File: src/rtl/pipeline_trace_monitor.sv
// rtl/pipeline_trace_monitor.sv - run-control FSM, retire/bubble counters and FWFT retirement trace FIFO
module pipeline_trace_monitor #(
    parameter int                   NUM_STAGES  = 5,
    parameter int                   XLEN        = 32,
    parameter int                   TRACE_DEPTH = 16,
    parameter int                   CNT_W       = 32,
    parameter int unsigned          MAX_CYCLES  = 1000,
    parameter logic [XLEN-1:0]      HALT_INST   = 32'h00000073
) (
    input  logic                           clk,
    input  logic                           reset,
    input  logic                           start,
    input  logic                           clear,
    input  logic [NUM_STAGES*XLEN-1:0]     stage_inst,
    input  logic [NUM_STAGES-1:0]          stage_valid,
    output logic                           running,
    output logic                           halted,
    output logic                           timeout,
    output logic [CNT_W-1:0]               cycle_count,
    output logic [CNT_W-1:0]               retired_count,
    output logic [CNT_W-1:0]               bubble_count,
    input  logic                           trace_rd_en,
    output logic [XLEN-1:0]                trace_rd_data,
    output logic                           trace_empty,
    output logic                           trace_full,
    output logic [$clog2(TRACE_DEPTH):0]   trace_count,
    output logic                           trace_overflow
);
    localparam int AW = $clog2(TRACE_DEPTH);
    localparam int CW = AW + 1;

    localparam logic [1:0] ST_IDLE    = 2'd0;
    localparam logic [1:0] ST_RUN     = 2'd1;
    localparam logic [1:0] ST_HALTED  = 2'd2;
    localparam logic [1:0] ST_TIMEOUT = 2'd3;

    logic [1:0]       state_q, state_d;
    logic [CNT_W-1:0] cyc_q, cyc_d, ret_q, ret_d, bub_q, bub_d;
    logic [AW-1:0]    wr_ptr_q, wr_ptr_d, rd_ptr_q, rd_ptr_d;
    logic [CW-1:0]    cnt_q, cnt_d;
    logic             ovf_q, ovf_d;
    logic [XLEN-1:0]  mem_q [TRACE_DEPTH];

    logic [XLEN-1:0]  wb_word;
    logic             retire, halt, fifo_empty, fifo_full, pop, push, mem_we;

    // Only the WB stage drives behaviour; the other stages are accepted for port-width compatibility.
    logic unused_stages;
    assign unused_stages = ^{stage_inst[(NUM_STAGES-1)*XLEN-1:0], stage_valid[NUM_STAGES-2:0]};

    function automatic logic [CNT_W-1:0] sat_inc(input logic [CNT_W-1:0] v);
        return (&v) ? v : v + CNT_W'(1);
    endfunction

    assign wb_word    = stage_inst[(NUM_STAGES-1)*XLEN +: XLEN];
    assign retire     = (state_q == ST_RUN) && stage_valid[NUM_STAGES-1];
    assign halt       = retire && (wb_word == HALT_INST);
    assign fifo_empty = (cnt_q == '0);
    assign fifo_full  = (cnt_q == CW'(TRACE_DEPTH));
    assign pop        = trace_rd_en && !fifo_empty;
    assign push       = retire && (!fifo_full || pop);

    always_comb begin
        state_d  = state_q;
        cyc_d    = cyc_q;
        ret_d    = ret_q;
        bub_d    = bub_q;
        wr_ptr_d = wr_ptr_q;
        rd_ptr_d = rd_ptr_q;
        cnt_d    = cnt_q;
        ovf_d    = ovf_q;
        mem_we   = 1'b0;

        case (state_q)
            ST_IDLE: begin
                if (start) begin
                    state_d = ST_RUN;
                    cyc_d   = '0;
                    ret_d   = '0;
                    bub_d   = '0;
                end
            end
            ST_RUN: begin
                cyc_d = sat_inc(cyc_q);
                if (retire) ret_d = sat_inc(ret_q);
                else        bub_d = sat_inc(bub_q);
                if (halt)                                 state_d = ST_HALTED;
                else if (cyc_q == CNT_W'(MAX_CYCLES - 1)) state_d = ST_TIMEOUT;
            end
            default: ;
        endcase

        if (push) begin
            mem_we   = 1'b1;
            wr_ptr_d = wr_ptr_q + AW'(1);
        end
        if (pop) rd_ptr_d = rd_ptr_q + AW'(1);
        if (push && !pop)      cnt_d = cnt_q + CW'(1);
        else if (pop && !push) cnt_d = cnt_q - CW'(1);
        if (retire && !push) ovf_d = 1'b1;

        if (clear) begin
            state_d  = ST_IDLE;
            cyc_d    = '0;
            ret_d    = '0;
            bub_d    = '0;
            wr_ptr_d = '0;
            rd_ptr_d = '0;
            cnt_d    = '0;
            ovf_d    = 1'b0;
            mem_we   = 1'b0;
        end
    end

    always_ff @(posedge clk) begin
        if (reset) begin
            state_q  <= ST_IDLE;
            cyc_q    <= '0;
            ret_q    <= '0;
            bub_q    <= '0;
            wr_ptr_q <= '0;
            rd_ptr_q <= '0;
            cnt_q    <= '0;
            ovf_q    <= 1'b0;
        end else begin
            state_q  <= state_d;
            cyc_q    <= cyc_d;
            ret_q    <= ret_d;
            bub_q    <= bub_d;
            wr_ptr_q <= wr_ptr_d;
            rd_ptr_q <= rd_ptr_d;
            cnt_q    <= cnt_d;
            ovf_q    <= ovf_d;
        end
    end

    // Storage needs no reset: occupancy gates every read.
    always_ff @(posedge clk) begin
        if (mem_we && !reset) mem_q[wr_ptr_q] <= wb_word;
    end

    assign running        = (state_q == ST_RUN);
    assign halted         = (state_q == ST_HALTED);
    assign timeout        = (state_q == ST_TIMEOUT);
    assign cycle_count    = cyc_q;
    assign retired_count  = ret_q;
    assign bubble_count   = bub_q;
    assign trace_rd_data  = fifo_empty ? '0 : mem_q[rd_ptr_q];
    assign trace_empty    = fifo_empty;
    assign trace_full     = fifo_full;
    assign trace_count    = cnt_q;
    assign trace_overflow = ovf_q;
endmodule

File: config.mk
export PLATFORM = sky130hd
export DESIGN_NAME = pipeline_trace_monitor
export DESIGN_NICKNAME = d
export VERILOG_FILES = /design/src/rtl/pipeline_trace_monitor.sv
export SDC_FILE = /design/constraint.sdc
export NUM_CORES = 1
export LEC_CHECK = 0
export ABC_CLOCK_PERIOD_IN_PS = 12100
export CORE_MARGIN = 5
export CORE_UTILIZATION = 52
export DETAILED_ROUTE_END_ITERATION = 8
export PLACE_DENSITY = 0.72
export SLEW_MARGIN = 40
export SYNTH_ARGS = -nofsm -noshare
export SYNTH_HDL_FRONTEND = slang
export SYNTH_SLANG_ARGS = --single-unit
export TNS_END_PERCENT = 30
File: constraint.sdc
create_clock -name clk -period 12.1 [get_ports clk]
set_clock_uncertainty 0.15 [all_clocks]
set_input_delay 1.815 -clock clk [delete_from_list [all_inputs] [get_ports clk]]
set_output_delay 1.815 -clock clk [all_outputs]
set_load 0.02 [all_outputs]
Yosys cells after proc, flatten, opt, wreduce, memory -nomap -nowiden
Memories as Yosys holds them, arrays and structs flattened. A register that Yosys moved wholly into a read port is not among the register bits.
Cells that the tools add are included.
W data, S select, Z words.
{"block": "classes", "addsub": 7, "reduce_logical": 26, "n_eq_ne": 13, "muxes": 22}
{"cell": "$mux W32", "count": 7}
{"cell": "$pmux W32 S2", "count": 3}
{"cell": "$add A32 B1 Y32 const B", "count": 3}
{"cell": "$reduce_and A32 Y1", "count": 3}
{"cell": "$eq A32 B10 Y1 const B", "count": 1}
{"cell": "$eq A32 B7 Y1 const B", "count": 1}
{"cell": "$mux W5", "count": 2}
{"cell": "$ne A2 B2 Y1 const B", "count": 5}
{"cell": "$add A4 B1 Y4 const B", "count": 2}
{"cell": "$logic_and A1 B1 Y1", "count": 8}
{"cell": "$mux W4", "count": 2}
{"cell": "$reduce_and A4 Y1", "count": 2}
{"cell": "$mux W2", "count": 3}
{"cell": "$reduce_and A3 Y1", "count": 2}
{"cell": "$add A5 B1 Y5 const B", "count": 1}
{"cell": "$eq A5 B5 Y1 const B", "count": 1}
{"cell": "$logic_not A1 Y1", "count": 5}
{"cell": "$logic_not A5 Y1", "count": 1}
{"cell": "$sub A5 B1 Y5 const B", "count": 1}
{"cell": "$eq A2 B2 Y1 const B", "count": 2}
{"cell": "$mux W1", "count": 4}
{"cell": "$pmux W2 S2", "count": 1}
{"cell": "$reduce_bool A2 Y1", "count": 2}
{"cell": "$ne A3 B1 Y1 const B", "count": 1}
{"cell": "other kinds (5)", "count": 5}
{"block": "totals", "inputBits": 170, "regBits": 112, "ram_bits": 512, "output_inout_bits": 139, "mem_count": 1}
{"memory": "mem_q", "depth": 16, "word_bits": 32, "read_ports": 1, "rd_ports_with_merged_regs": 1, "wr": 1, "line_no": "42", "rtl": "logic [XLEN-1:0] mem_q [TRACE_DEPTH];"}

Logic depth before layout (Yosys ltp)
Gate-level depths: netlist of run 1.
{"block": "depth", "depth_word": 10, "depth_mapped": 13, "depth_no_buf": 13}

Least setup slack after synthesis of run 1
No wires, ideal clock.
{"block": "synth_timing", "path_type": "input to register", "startpoint": "input clear", "endpoint": "memory mem_q[1][0] (enable)", "arrival_ns": 4.767, "setup_time_ns": 0.461, "slack_ns": 6.722, "stages": 4, "required_time_ns": 11.489, "path_cell_list": "nor2_1 clkbuf_1 nand3_1 nor3_1"}
{"block": "synth_between", "elab_chain_cells": 4}
{"element": "from (decl)", "line_no": "13", "rtl": "input logic clear,"}
{"element": "$mux W1", "line_no": "102", "rtl": "if (clear) begin"}
{"element": "$logic_and A1 B1 Y1", "line_no": "139", "rtl": "if (mem_we && !reset) mem_q[wr_ptr_q] <= wb_word;"}
{"element": "$mux W1", "line_no": "139"}
{"element": "$mux W1 (not written as such)", "line_no": "139"}
{"element": "to (decl)", "line_no": "42"}
No other way between the ends.

==> flow_summary.toml, run 1 <==
[worst_setup_path]
end_kind = "output pin"
crit_type = "flop to output pin"
slowest_delay_ns = 0.63
timing.rr.start = "state_q[0]$_SDFFE_PP0P_"
worstPathCellList = "buf_6, mux4_2, mux4_2, nor2b_1, clkdlybuf4s50_1"
required_ns = 10.14
critPathArrivalTime_ns = 3.63
r2r_slack_ns = 8.20
crit_top_cell = "mux4_2"
r2r_cells = 7
critPathTopFamily = "buffers and inverters"
cp_slowest_cell = "mux4_2"
cp-start-kind = "flop"
regToRegEndpoint = "mem_q[14][29]$_DFFE_PP_"
worstPathMaxFanout = 48
cp_num_buf_inv = 2

[detailed_routing]
drc = 0
routed_wl_mm = 58.8
ant_nets = 0
via_count = 14432
drt_iter0_markers = 1509
viasPerCell = 6.07
post_drt_wl_per_cell_um = 24.7
first_pass_iters = 5

[sta]
drv_slew = 0
rsz0062_at_grt = "no"
setup_viol = 0
fin_crit_sh_pct = 46.2
layout_min_cycle_time_ns = 5.59
setup_ws_ns = 6.51
finalHoldViolations = 0
relSlewSlack_pct = 43.8
timing.fmax_mhz = 179
fin_setup_tns_ns = 0
worst_pin_slew_ns = 0.835

[global_route]
grt_start_max_net_pins = 77
antenna_found_initial = 3
grt_overflow_total = 0
grt_pass1_wl_mm = 89.9
grt_pass1_vias = 14726
grtUsageTotal_pct = 22.0

[power]
power.share.clock_pct = 41.8
combinationalPowerShare_pct = 5.2
p_int_uw = 3500
powerDensity_nw_per_um2 = 147
p_seq_share_pct = 53.0
switchingPower_uw = 921
switching_share_pct = 20.9
leakagePower_uw = 0.00903
vdd_ir_drop_max_uv = 117

[placement]
port_buffers = 176
place_area_um2 = 28000
place_ws_ns = 6.69
dp_hpwl_mm = 32.2
routabilityCongestion = 0.856

[logic_synthesis]
yosys_register_bits = 628
synth.largest_area_cell = "edfxtp_1"
yosys_warnings = 0
synth_cell_types = 64
synth_area_um2 = 25400
syn_inst = 1501
async_reset_ff_share_pct = 0
syn_avg_cell_area_um2 = 16.9
yosys-top-cells-count = "edfxtp_1, mux4_2, nor2_1"
synth_top_cell_area_share_pct = 60.5
synth_ff_type = "edfxtp_1"
synth_edf_count = 512
synth_nets = 1685
yosysSeqAreaShare_pct = 69.6
synthTopCellsByArea = "edfxtp_1, mux4_2, dfxtp_1, nor2_1, xor2_1"
yosysMostFrequentCell = "edfxtp_1"

[clock_network]
post-cts-setup-buffers = 0
cts_root_buf = "clkbuf_16"
cts_buffer_depth = 3
cts_buffers = 61
clkLatencyLatePin_ns = 0.61
cts-resized-gates = 0
h-tree-depth = 2
clk_pin_slew_ns = 0.06
holdBufCountCts = 0
clock_sinks = 628
cts_tree = "done"

[layout]
final_area_um2 = 30000
seq_area_um2 = 17700
final_layout_size_suffix_gt1_share_pct = 17.5
layout.nets = 1887
multi_input_area_um2 = 7510
fillerInstances = 3473
area.growth.synth_to_final_pct = 18.0

[floorplan]
initial_core_util_pct = 52.3
die_w_um = 231
num_rows = 81
fp.dieH_um = 231
coreArea_um2 = 48600
die_area_um2 = 53400
io_pins = 309

[outcome]
status = "finished clean"

[hold_path]
holdPathStages = 2
min-delay-start = "rd_ptr_q[3]$_SDFFE_PP0N_"
hold_path_class = "flop to flop"

[flow_run]
cap_violations = 0
## cells in the final DEF, fill, tap and decap left out, drive strengths merged, types with 4 or more instances in the layout
cell type and instances:
xor2 44, a21oi 41, dfxtp 116, nor2 118, ha 13, a31oi 6, nor2b 33, nor4 24
o31ai 7, xnor2 21, nor3 21, mux4 160, nand2 48, and2 7, nand3 51, mux2i 5
clkbuf 77, and4 7, clkdlybuf4s50 176, o21ai 38, nand2b 4, inv 23, nand4 45, edfxtp 512
buf 26, or4 5, bufinv 6, clkinv 27, and3 25, or2 5, or3 21, o211ai 5
## worst reg2reg max path, delay by kind of cell (launching register included)
kind          cells  cell delay [ns]
flops             1             0.57
buf+inv           2             0.67
simple gates      5             2.15
## logic make-up (layout without fill, tap and decap cells)
| family | count (synthesis) | after routing | synth area share [%] |
|---|---|---|---|
| flops | 628 | 628 | 69.6 |
| buf+inv | 85 | 338 | 1.38 |
| fa+ha+maj | 14 | 14 | 0.718 |
| other cells | 0 | 1 | 0 |
| xor+xnor | 65 | 65 | 2.24 |
| simple gates | 427 | 427 | 8.87 |
| mux | 165 | 165 | 14.4 |
| compound gates | 117 | 117 | 2.82 |
## flip-flops by register name, indices dropped and copies added (netlist names), named ones only
signal / cells
retired_count: 32
trace_overflow: 1
mem_q: 512
wr_ptr_q: 4
trace_count: 5
state_q: 2
cycle_count: 32
bubble_count: 32
rd_ptr_q: 4
## power by group through the flow
stage          clock network, uW  registers (uW)  logic [uW]
6_report                    1840            2340         232
5_1_grt                     1980            2340         250
4_1_cts                     1880            2340         232
3_5_place_dp                   0            2390         231
3_3_place_gp                   0            2390         226
2_1_floorplan                  0            2390         125
## layer usage
metal / routed length (um) / track usage (%) / vias up
met5: 34 / 0 / -
met1: 23600 / 30.2 / 7385
met4: 901 / 4.36 / 4
met2: 29100 / 36.5 / 560
li1: - / - / 6401
met3: 5180 / 5.61 / 82
## worst max path at each step
stage                      from                     to  slack [ns]  depth (start not counted)
after floorplan           clear  mem_q[1][0]$_DFFE_PP_        6.72                          4
after global routing       flop      trace_rd_data[20]        6.28                          5
after CTS                  flop       trace_rd_data[2]        5.99                          5
after detailed placement   flop       trace_rd_data[3]        6.69                          5
final                      flop      trace_rd_data[20]        6.51                          5
after global placement     flop       trace_rd_data[3]        6.44                          5
## layout make-up
cell class              count  share of cell area [%]
clock inverters            37                    1.09
well taps                 622                    2.59
clock buffers              77                    5.35
inverters                  22                   0.275
flip-flops and latches    628                    59.0
multi-input cells         788                    25.0
repair buffers            202                    6.65
diodes                      1                 0.00834
## through the flow
| step | util, % | std cells | hold slack (ns) | power, uW |
|---|---|---|---|---|
| 3_3_place_gp | 57.6 | 2260 | 0.304 | 2620 |
| 5_1_grt | 61.7 | 2376 | 0.377 | 4570 |
| 2_1_floorplan | - | 1501 | 0.309 | 2510 |
| 4_1_cts | 61.6 | 2374 | 0.342 | 4460 |
| 6_report | 61.7 | 2377 | 0.339 | 4420 |
| 3_5_place_dp | 57.6 | 2260 | 0.311 | 2620 |
Note: power is estimated with default switching activity, not from simulation.
==> inputs of run 2 (changes only) <==
- ABC_CLOCK_PERIOD_IN_PS: 12100 -> 5870
- clock period: 12.1 -> 5.87 ns (I/O delays scaled with it)
==> flow_summary.toml, run 2 (synthesis gave the netlist of run 1 again) <==
[outcome]
status = "finished clean"

[placement]
place_ws_ns = 1.52
port_buffers = 176
routabilityCongestion = 0.838
place_area_um2 = 28100
place_inst = 2271
dp_hpwl_mm = 35.3

[worst_setup_path]
timing.rr.start = "state_q[0]$_SDFFE_PP0P_"
regToRegEndpoint = "mem_q[10][6]$_DFFE_PP_"
cp-start-kind = "flop"
crit_top_cell = "mux4_2"
required_ns = 4.84
crit_type = "flop to output pin"
worstPathMaxFanout = 35
r2r_slack_ns = 1.80
critPathArrivalTime_ns = 3.42
slowest_delay_ns = 0.60
worstPathCellList = "buf_4, mux4_2, mux4_2, nor2b_1, clkdlybuf4s50_1"
end_kind = "output pin"
cp_slowest_cell = "mux4_2"
r2r_cells = 7

[sta]
setup_viol = 0
relSlewSlack_pct = 45.1
fin_setup_tns_ns = 0
setup_ws_ns = 1.42
finalHoldViolations = 0
fin_crit_sh_pct = 75.8
drv_slew = 0
layout_min_cycle_time_ns = 4.45
timing.fmax_mhz = 225
rsz0062_at_grt = "no"
worst_pin_slew_ns = 0.822

[layout]
fillerInstances = 3458
registers.top_by_ff_count = "mem_q"
final_cells = 2390
finish.utilization_pct = 62.1
largest_reg_flops = 512
final_layout_size_suffix_gt1_share_pct = 18.4
layout.nets = 1902
area.growth.synth_to_final_pct = 18.9
final_area_um2 = 30200
most-common-layout-cells = "edfxtp_1, clkdlybuf4s50_1, mux4_2"
layout_commonest_cell = "edfxtp_1"

[floorplan]
io_pins = 309
die_area_um2 = 53400
fp.dieH_um = 231
num_rows = 81
initial_core_util_pct = 52.3
die_w_um = 231
coreArea_um2 = 48600

[detailed_routing]
first_pass_iters = 7
viasPerCell = 6.05
ant_nets = 0
post_drt_wl_per_cell_um = 24.2
drc = 0
drt_iter0_markers = 1679
routed_wl_mm = 57.8
via_count = 14471

[power]
powerDensity_nw_per_um2 = 306
vdd_ir_drop_max_uv = 307
leakagePower_uw = 0.00913

[clock_network]
clock_sinks = 628
h-tree-depth = 3
cts-resized-gates = 0
post-cts-setup-buffers = 0
cts_tree = "done"
cts_buffers = 66
clk_pin_slew_ns = 0.06
clkLatencyLatePin_ns = 0.59
cts_root_buf = "clkbuf_16"
holdBufCountCts = 0
cts_buffer_depth = 3

[global_route]
grtUsageTotal_pct = 21.7
grt_overflow_total = 0
grt_pass1_wl_mm = 89.0
grt_pass1_vias = 14778
antenna_found_initial = 0
grt_start_max_net_pins = 61

[hold_path]
holdPathStages = 2
min-delay-start = "trace_overflow$_SDFFE_PP0P_"
hold_path_class = "flop to flop"
min_to = "trace_overflow$_SDFFE_PP0P_"

[flow_run]
cap_violations = 0
## run 2: per-layer routing
layer  GRT usage [%]  part of all wire (%)  up-vias  wire length (um)
met1            29.2                    40     7389             22800
met5               0                     0        -                 0
met3            4.26                   7.6       77              4370
met4            5.83                   1.9        0              1090
li1                -                     -     6439                 -
met2            36.8                    51      566             29500
## run 2: layout make-up
type	count	area [um^2]	area share [%]
well taps	622	778	2.57
inverters	22	82.6	0.273
multi-input cells	788	7530	24.9
clock inverters	40	354	1.17
diodes	1	2.50	0.00828
clock buffers	77	1690	5.60
repair buffers	212	2080	6.87
flip-flops and latches	628	17700	58.6
## run 2: power breakdown
part           switching, uW  internal, uW
Sequential              7.55          4810
Clock                   1710          2230
Combinational            279           204
## run 2: through the flow
stage | total power (uW) | hold WS (ns)
5_1_grt | 9560 | 0.361
3_5_place_dp | 5400 | 0.319
2_1_floorplan | 5180 | 0.309
4_1_cts | 9330 | 0.329
6_report | 9240 | 0.320
3_3_place_gp | 5400 | 0.305
## run 2: critical path, delay by kind of cell, from the launching register on
family / cells / cell delay (ns)
buffers and inverters: 2 / 1.17
and+or+nand+nor: 1 / 0.21
muxes: 2 / 1.07
DFF: 1 / 0.38
## run 2: worst max-delay path by stage
stage,start,to,slack (ns),cells after the start
6_report,flop,trace_rd_data[1],1.42,5
4_1_cts,flop,trace_rd_data[1],1.33,5
3_5_place_dp,stage_valid[4],mem_q[5][13]$_DFFE_PP_,1.52,6
5_1_grt,flop,trace_rd_data[1],1.23,5
2_1_floorplan,clear,mem_q[1][0]$_DFFE_PP_,1.43,4
3_3_place_gp,stage_valid[4],mem_q[1][15]$_DFFE_PP_,1.55,6
==> RTL edit 1 (settings of run 2) <==
Change the parameter `CNT_W` from 32 to 16.
--- a/src/rtl/pipeline_trace_monitor.sv
+++ b/src/rtl/pipeline_trace_monitor.sv
@@ -4,5 +4,5 @@
     parameter int                   XLEN        = 32,
     parameter int                   TRACE_DEPTH = 16,
-    parameter int                   CNT_W       = 32,
+    parameter int                   CNT_W       = 16,
     parameter int unsigned          MAX_CYCLES  = 1000,
     parameter logic [XLEN-1:0]      HALT_INST   = 32'h00000073
Interface: changed (resized bubble_count, cycle_count and retired_count); port bits go from 309 to 261. The function was not compared with the original's and may differ.
==> RTL edit 1 against run 2 <==
Via count is 18% lower; final area is 11% lower; routed wire length is 15% lower; global-route usage is 0.99 points lower; combinational power is 0.8% higher; clock power is 8.4% lower; power is 7.0% lower; count of clock-buffer cells in the layout is 4 higher; worst setup slack worse by 0.090 ns; synthesized area is 10% lower; synthesized cell count is 20% lower; sequential cell count is 48 lower; non-clock buffer count is 52 lower.
==> RTL edit 1: results (changes against run 2) <==
- DR WL/cell: 24.6 µm (+1.8%)
- DP Worst Slack: 1.51 ns (-0.0166 ns)
- Inserted Clock Buffers: 57 (-14%)
- Synth Net Count: 1387 (-18%)
- CTS root buf: clkbuf_16
- Largest net degree at the start of global routing: 41 (-33%)
- Placed Area: 25100 µm² (-11%)
- Register area share after synthesis: 0.733 (+0.0367)
- Status: finished clean
- Max VDD drop: 0.199 mV (-35%)
- Unique masters post-synth: 62 (-3.1%)
- First-pass GRT wire length: 74900 µm (-16%)
- Slew HR: 0.438 (-0.0131)
- Met1 Wirelength: 20700 µm (-9.5%)
- Vias/cell: 5.91 (-2.3%)
- Vias in the first global route: 12300 (-17%)
- Met3 WL: 3400 µm (-22%)
- Synth Instances: 1204 (-20%)
- Share of cells above drive strength 1: 0.191 (+0.00702)
- Nets: 1553 (-18%)
- Crit path max-delay family: simple AND/OR/NAND/NOR gates
- Fin cells: 1999 (-16%)
- Crit-path max FO: 32 (-8.6%)
- Length of routed met2 wiring: 24400 µm (-17%)
- Clk_lat worst skew: 0.61 ns (+0.02 ns)
- Post-synth top cells: edfxtp_1, mux4_2, nor2_1
- DPL Wire Length: 27900 µm (-21%)
- CP arrival: 3.51 ns (+0.09 ns)
- Port bufs: 128 (-27%)
- Depth of the CTS H-tree: 2 (-1)
- Crit-path max cell delay: 0.64 ns (+0.04 ns)
- Crit path max-delay cell type: clkdlybuf4s50_1
- Total track usage: 0.207 (-0.00990)
- Detailed Routing Iterations Pass 1: 5 (-2)
- Inst Count DP: 1894 (-17%)
- # fillers: 2988 (-14%)
- Synth area leaders: edfxtp_1, mux4_2, dfxtp_1
==> RTL edit 1: final cells by class <==
class,count,area [µm²],area share
Clock buffer,81,1570,0.0582
Clock inverter,22,267,0.00988
Inverter,10,37.5,0.00139
Multi-Input combinational cell,561,5980,0.222
Sequential cell,580,16700,0.621
Tap cell,585,732,0.0271
Timing Repair Buffer,160,1630,0.0606
==> RTL edit 1: metrics by stage <==
stage	total power, mW	utilization	hold WS [ns]
after floorplan	4.84	-	0.309
final	8.59	0.623	0.345
after global placement	5.07	0.578	0.311
after CTS	8.66	0.622	0.344
after global routing	8.88	0.623	0.370
after detailed placement	5.08	0.580	0.325
==> RTL edit 1: path summary, 6_finish.rpt <==
kind	to	startpoint	slack, ns	cells past startpoint
setup reg to reg	trace_count[4]$_SDFFE_PP0P_	trace_count[0]$_SDFFE_PP0P_	2.24	11
hold reg to reg	flip-flop	rd_ptr_q[1]$_SDFFE_PP0N_	0.35	2
setup / recovery	trace_rd_data[2]	trace_count[0]$_SDFFE_PP0P_	1.33	5
hold / removal	flip-flop	rd_ptr_q[1]$_SDFFE_PP0N_	0.35	2
==> RTL edit 1: cell families (layout without fill, tap and decap cells) <==
family | after synthesis | after routing | synth area share
AO/OA/AOI/OAI | 101 | 101 | 0.0297
XOR/XNOR | 40 | 40 | 0.0153
adder cells (fa/ha/maj) | 13 | 13 | 0.00745
buffers and inverters | 63 | 273 | 0.0112
flip-flops | 580 | 580 | 0.733
multiplexers | 194 | 194 | 0.155
AND/OR/NAND/NOR | 213 | 213 | 0.0483
==> RTL edit 1: layer usage <==
metal | vias to the layer above | global-route usage
li1 | 5249 | -
met1 | 6133 | 0.292
met2 | 396 | 0.339
met3 | 46 | 0.0425
met4 | 0 | 0.0489
met5 | - | 0
==> RTL edit 1: where the power goes <==
group / switching [mW] / leakage [nW] / internal, mW / total, mW
Sequential: 0.0128 / 5.15 / 4.49 / 4.50
Clock: 1.48 / 0.885 / 2.12 / 3.60
Combinational: 0.281 / 2.01 / 0.206 / 0.487
Total: 1.77 / 8.04 / 6.81 / 8.59
==> RTL edit 1: worst reg2reg max path: cells and delay by family, from the launching register on <==
kind / cells / cell delay, ns
AND/OR/NAND/NOR: 5 / 1.84
adder cells (fa/ha/maj): 2 / 0.57
AO/OA/AOI/OAI: 3 / 0.56
flip-flops: 1 / 0.35
buffers and inverters: 1 / 0.11
==> RTL edit 2 (flow settings as in run 2) <==
Made on the original files. One comparison of `cyc_q` changes from == to >=.
--- a/src/rtl/pipeline_trace_monitor.sv
+++ b/src/rtl/pipeline_trace_monitor.sv
@@ -86,5 +86,5 @@
                 else        bub_d = sat_inc(bub_q);
                 if (halt)                                 state_d = ST_HALTED;
-                else if (cyc_q == CNT_W'(MAX_CYCLES - 1)) state_d = ST_TIMEOUT;
+                else if (cyc_q >= CNT_W'(MAX_CYCLES - 1)) state_d = ST_TIMEOUT;
             end
             default: ;
Check against the original RTL: same outputs for any inputs over 4 cycles, from zero or initial values; that may be too few to reach the edited logic, so the function may still have changed.
==> RTL edit 2 against run 2 <==
Die area is 0.29% higher; worst hold slack improved by 0.022 ns; sequential cell count stayed put; worst setup slack worse by 0.028 ns; synthesized area rose by 0.31%; power shrank 0.89%; core utilization down 0.11 points; final area about the same; global-route usage is essentially flat; routed wire length up 0.82%; clock power fell by 2%; sequential share of layout area hardly changed; critical endpoint is now trace_rd_data[29]; largest cell class unchanged; largest power group unchanged.
==> RTL edit 2: results (changes against run 2) <==
- Status: finished clean
- Synth area leaders: edfxtp_1, mux4_2, dfxtp_1
- Worst hold margin: 0.342 ns (+0.0218 ns)
- Detailed Routing Iterations Pass 1: 6 (-1)
- Vias: 14800 (+2.1%)
- WL final: 58300 µm (+0.82%)
- DPL Wire Length: 33900 µm (-4.0%)
- M2 GR Usage: 0.355 (-0.0131)
- Lkg Pwr: 8.99 nW (-1.5%)
- Starting DRC count in detailed routing: 1514 (-9.8%)
- Post-CTS Resized: 0 (unchanged)
- CTS max path bufs: 3 (unchanged)
- Post-synth EDFFs: 512 (unchanged)
- Synth Net Count: 1701 (+0.95%)
- Register area share after synthesis: 0.694 (-0.00215)
- FMAX: 0.223 GHz (-0.62%)
- Met1 usage: 0.296 (+0.00425)
- Reg-to-reg setup timing slack: 2.08 ns (+0.28 ns)
- M3 GR Usage: 0.0601 (+0.0175)
- Setup bufs post-CTS: 0 (unchanged)
- Max Used Layer: met5
- Post-synthesis adder-cell area fraction: 0.00716 (-0.0000222)
- Met3 WL: 4790 µm (+9.8%)
- Least-Margin Pin Slew: 0.827 ns (+0.00482 ns)
- Nets: 1897 (-0.26%)
- Depth of the CTS H-tree: 2 (-1)
- Length of routed met2 wiring: 28700 µm (-2.8%)
- Met1 Wirelength: 23600 µm (+3.2%)
- FF-to-FF path depth: 10 (+3)
- First-pass GRT wire length: 89400 µm (+0.40%)
- CTS root buf: clkbuf_16
- Clk_lat worst skew: 0.61 ns (+0.02 ns)
- Inserted Clock Buffers: 61 (-7.6%)
- Initial antenna violation count: 5 (+5)
- Placer Congestion: 0.840 (+0.16%)
- Crit path max-delay cell type: mux4_2
- Largest net degree at the start of global routing: 83 (+36%)
- DP Worst Slack: 1.47 ns (-0.0538 ns)
- CP arrival: 3.44 ns (+0.02 ns)
- CTS clk-pin slew, worst paths: 0.06 ns (about the same)
- Compound-Gate Fraction of Synth Area: 0.0408 (+0.0125)
- Total track usage: 0.217 (-0.000305)
- Share of cells above drive strength 1: 0.178 (-0.00582)
- # fillers: 3472 (+0.40%)
- Unique masters post-synth: 66 (+3.1%)
- XOR/XNOR share of the synthesized area: 0.00687 (-0.0155)
- Max VDD drop: 0.218 mV (-29%)
- Final Hold Vio Count: 0 (unchanged)
- Multiplexer share of the synthesized area: 0.147 (+0.00309)
- Post-synth top cells: edfxtp_1, mux4_2, dfxtp_1
- Crit-path max FO: 82 (+130%)
## RTL edit 2: cell types whose count changed in the layout (fill, tap and decap cells not counted), sizes merged, moves of 14 or more
cell	before	now
nor2b	33	2
xnor2	21	5
or3	21	54
and2	7	36
nand2	48	70
or4	5	28
nor2	118	68
xor2	44	15
a21oi	41	65
and3	25	11
## RTL edit 2: through the flow
stage                     area, µm²  std cells  utilization
after detailed placement      28300       2314        0.580
after global routing          30200       2427        0.620
after global placement        28200       2314        0.579
after floorplan               25500       1517            -
after CTS                     30200       2427        0.620
final                         30200       2428        0.620
## RTL edit 2: worst max-delay path, delay by kind of cell (launching register included)
| family | cells | cell delay (ns) |
|---|---|---|
| buf+inv | 2 | 1.07 |
| flops | 1 | 0.37 |
| mux | 2 | 1.12 |
| simple gates | 1 | 0.18 |
## RTL edit 2: power by group
group | total (mW) | leakage [nW] | switching, mW | internal, mW
Sequential | 4.82 | 5.54 | 0.00909 | 4.81
Clock | 3.84 | 0.941 | 1.61 | 2.23
Combinational | 0.490 | 2.51 | 0.277 | 0.212
## RTL edit 2: final timing paths
kind,from,endpoint
max,flip-flop,trace_rd_data[29]
min,bubble_count[6]$_SDFFE_PP0P_,bubble_count[6]$_SDFFE_PP0P_
max reg2reg,state_q[0]$_SDFFE_PP0P_,trace_count[4]$_SDFFE_PP0P_
min reg2reg,bubble_count[6]$_SDFFE_PP0P_,bubble_count[6]$_SDFFE_PP0P_
## RTL edit 2: final cells by class
cell class	count	share of cell area
Sequential cell	628	0.586
Tap cell	664	0.0275
Antenna cell	1	0.0000828
Timing Repair Buffer	209	0.0681
Clock inverter	36	0.0115
Multi-Input combinational cell	796	0.252
Clock buffer	77	0.0532
Inverter	17	0.00211
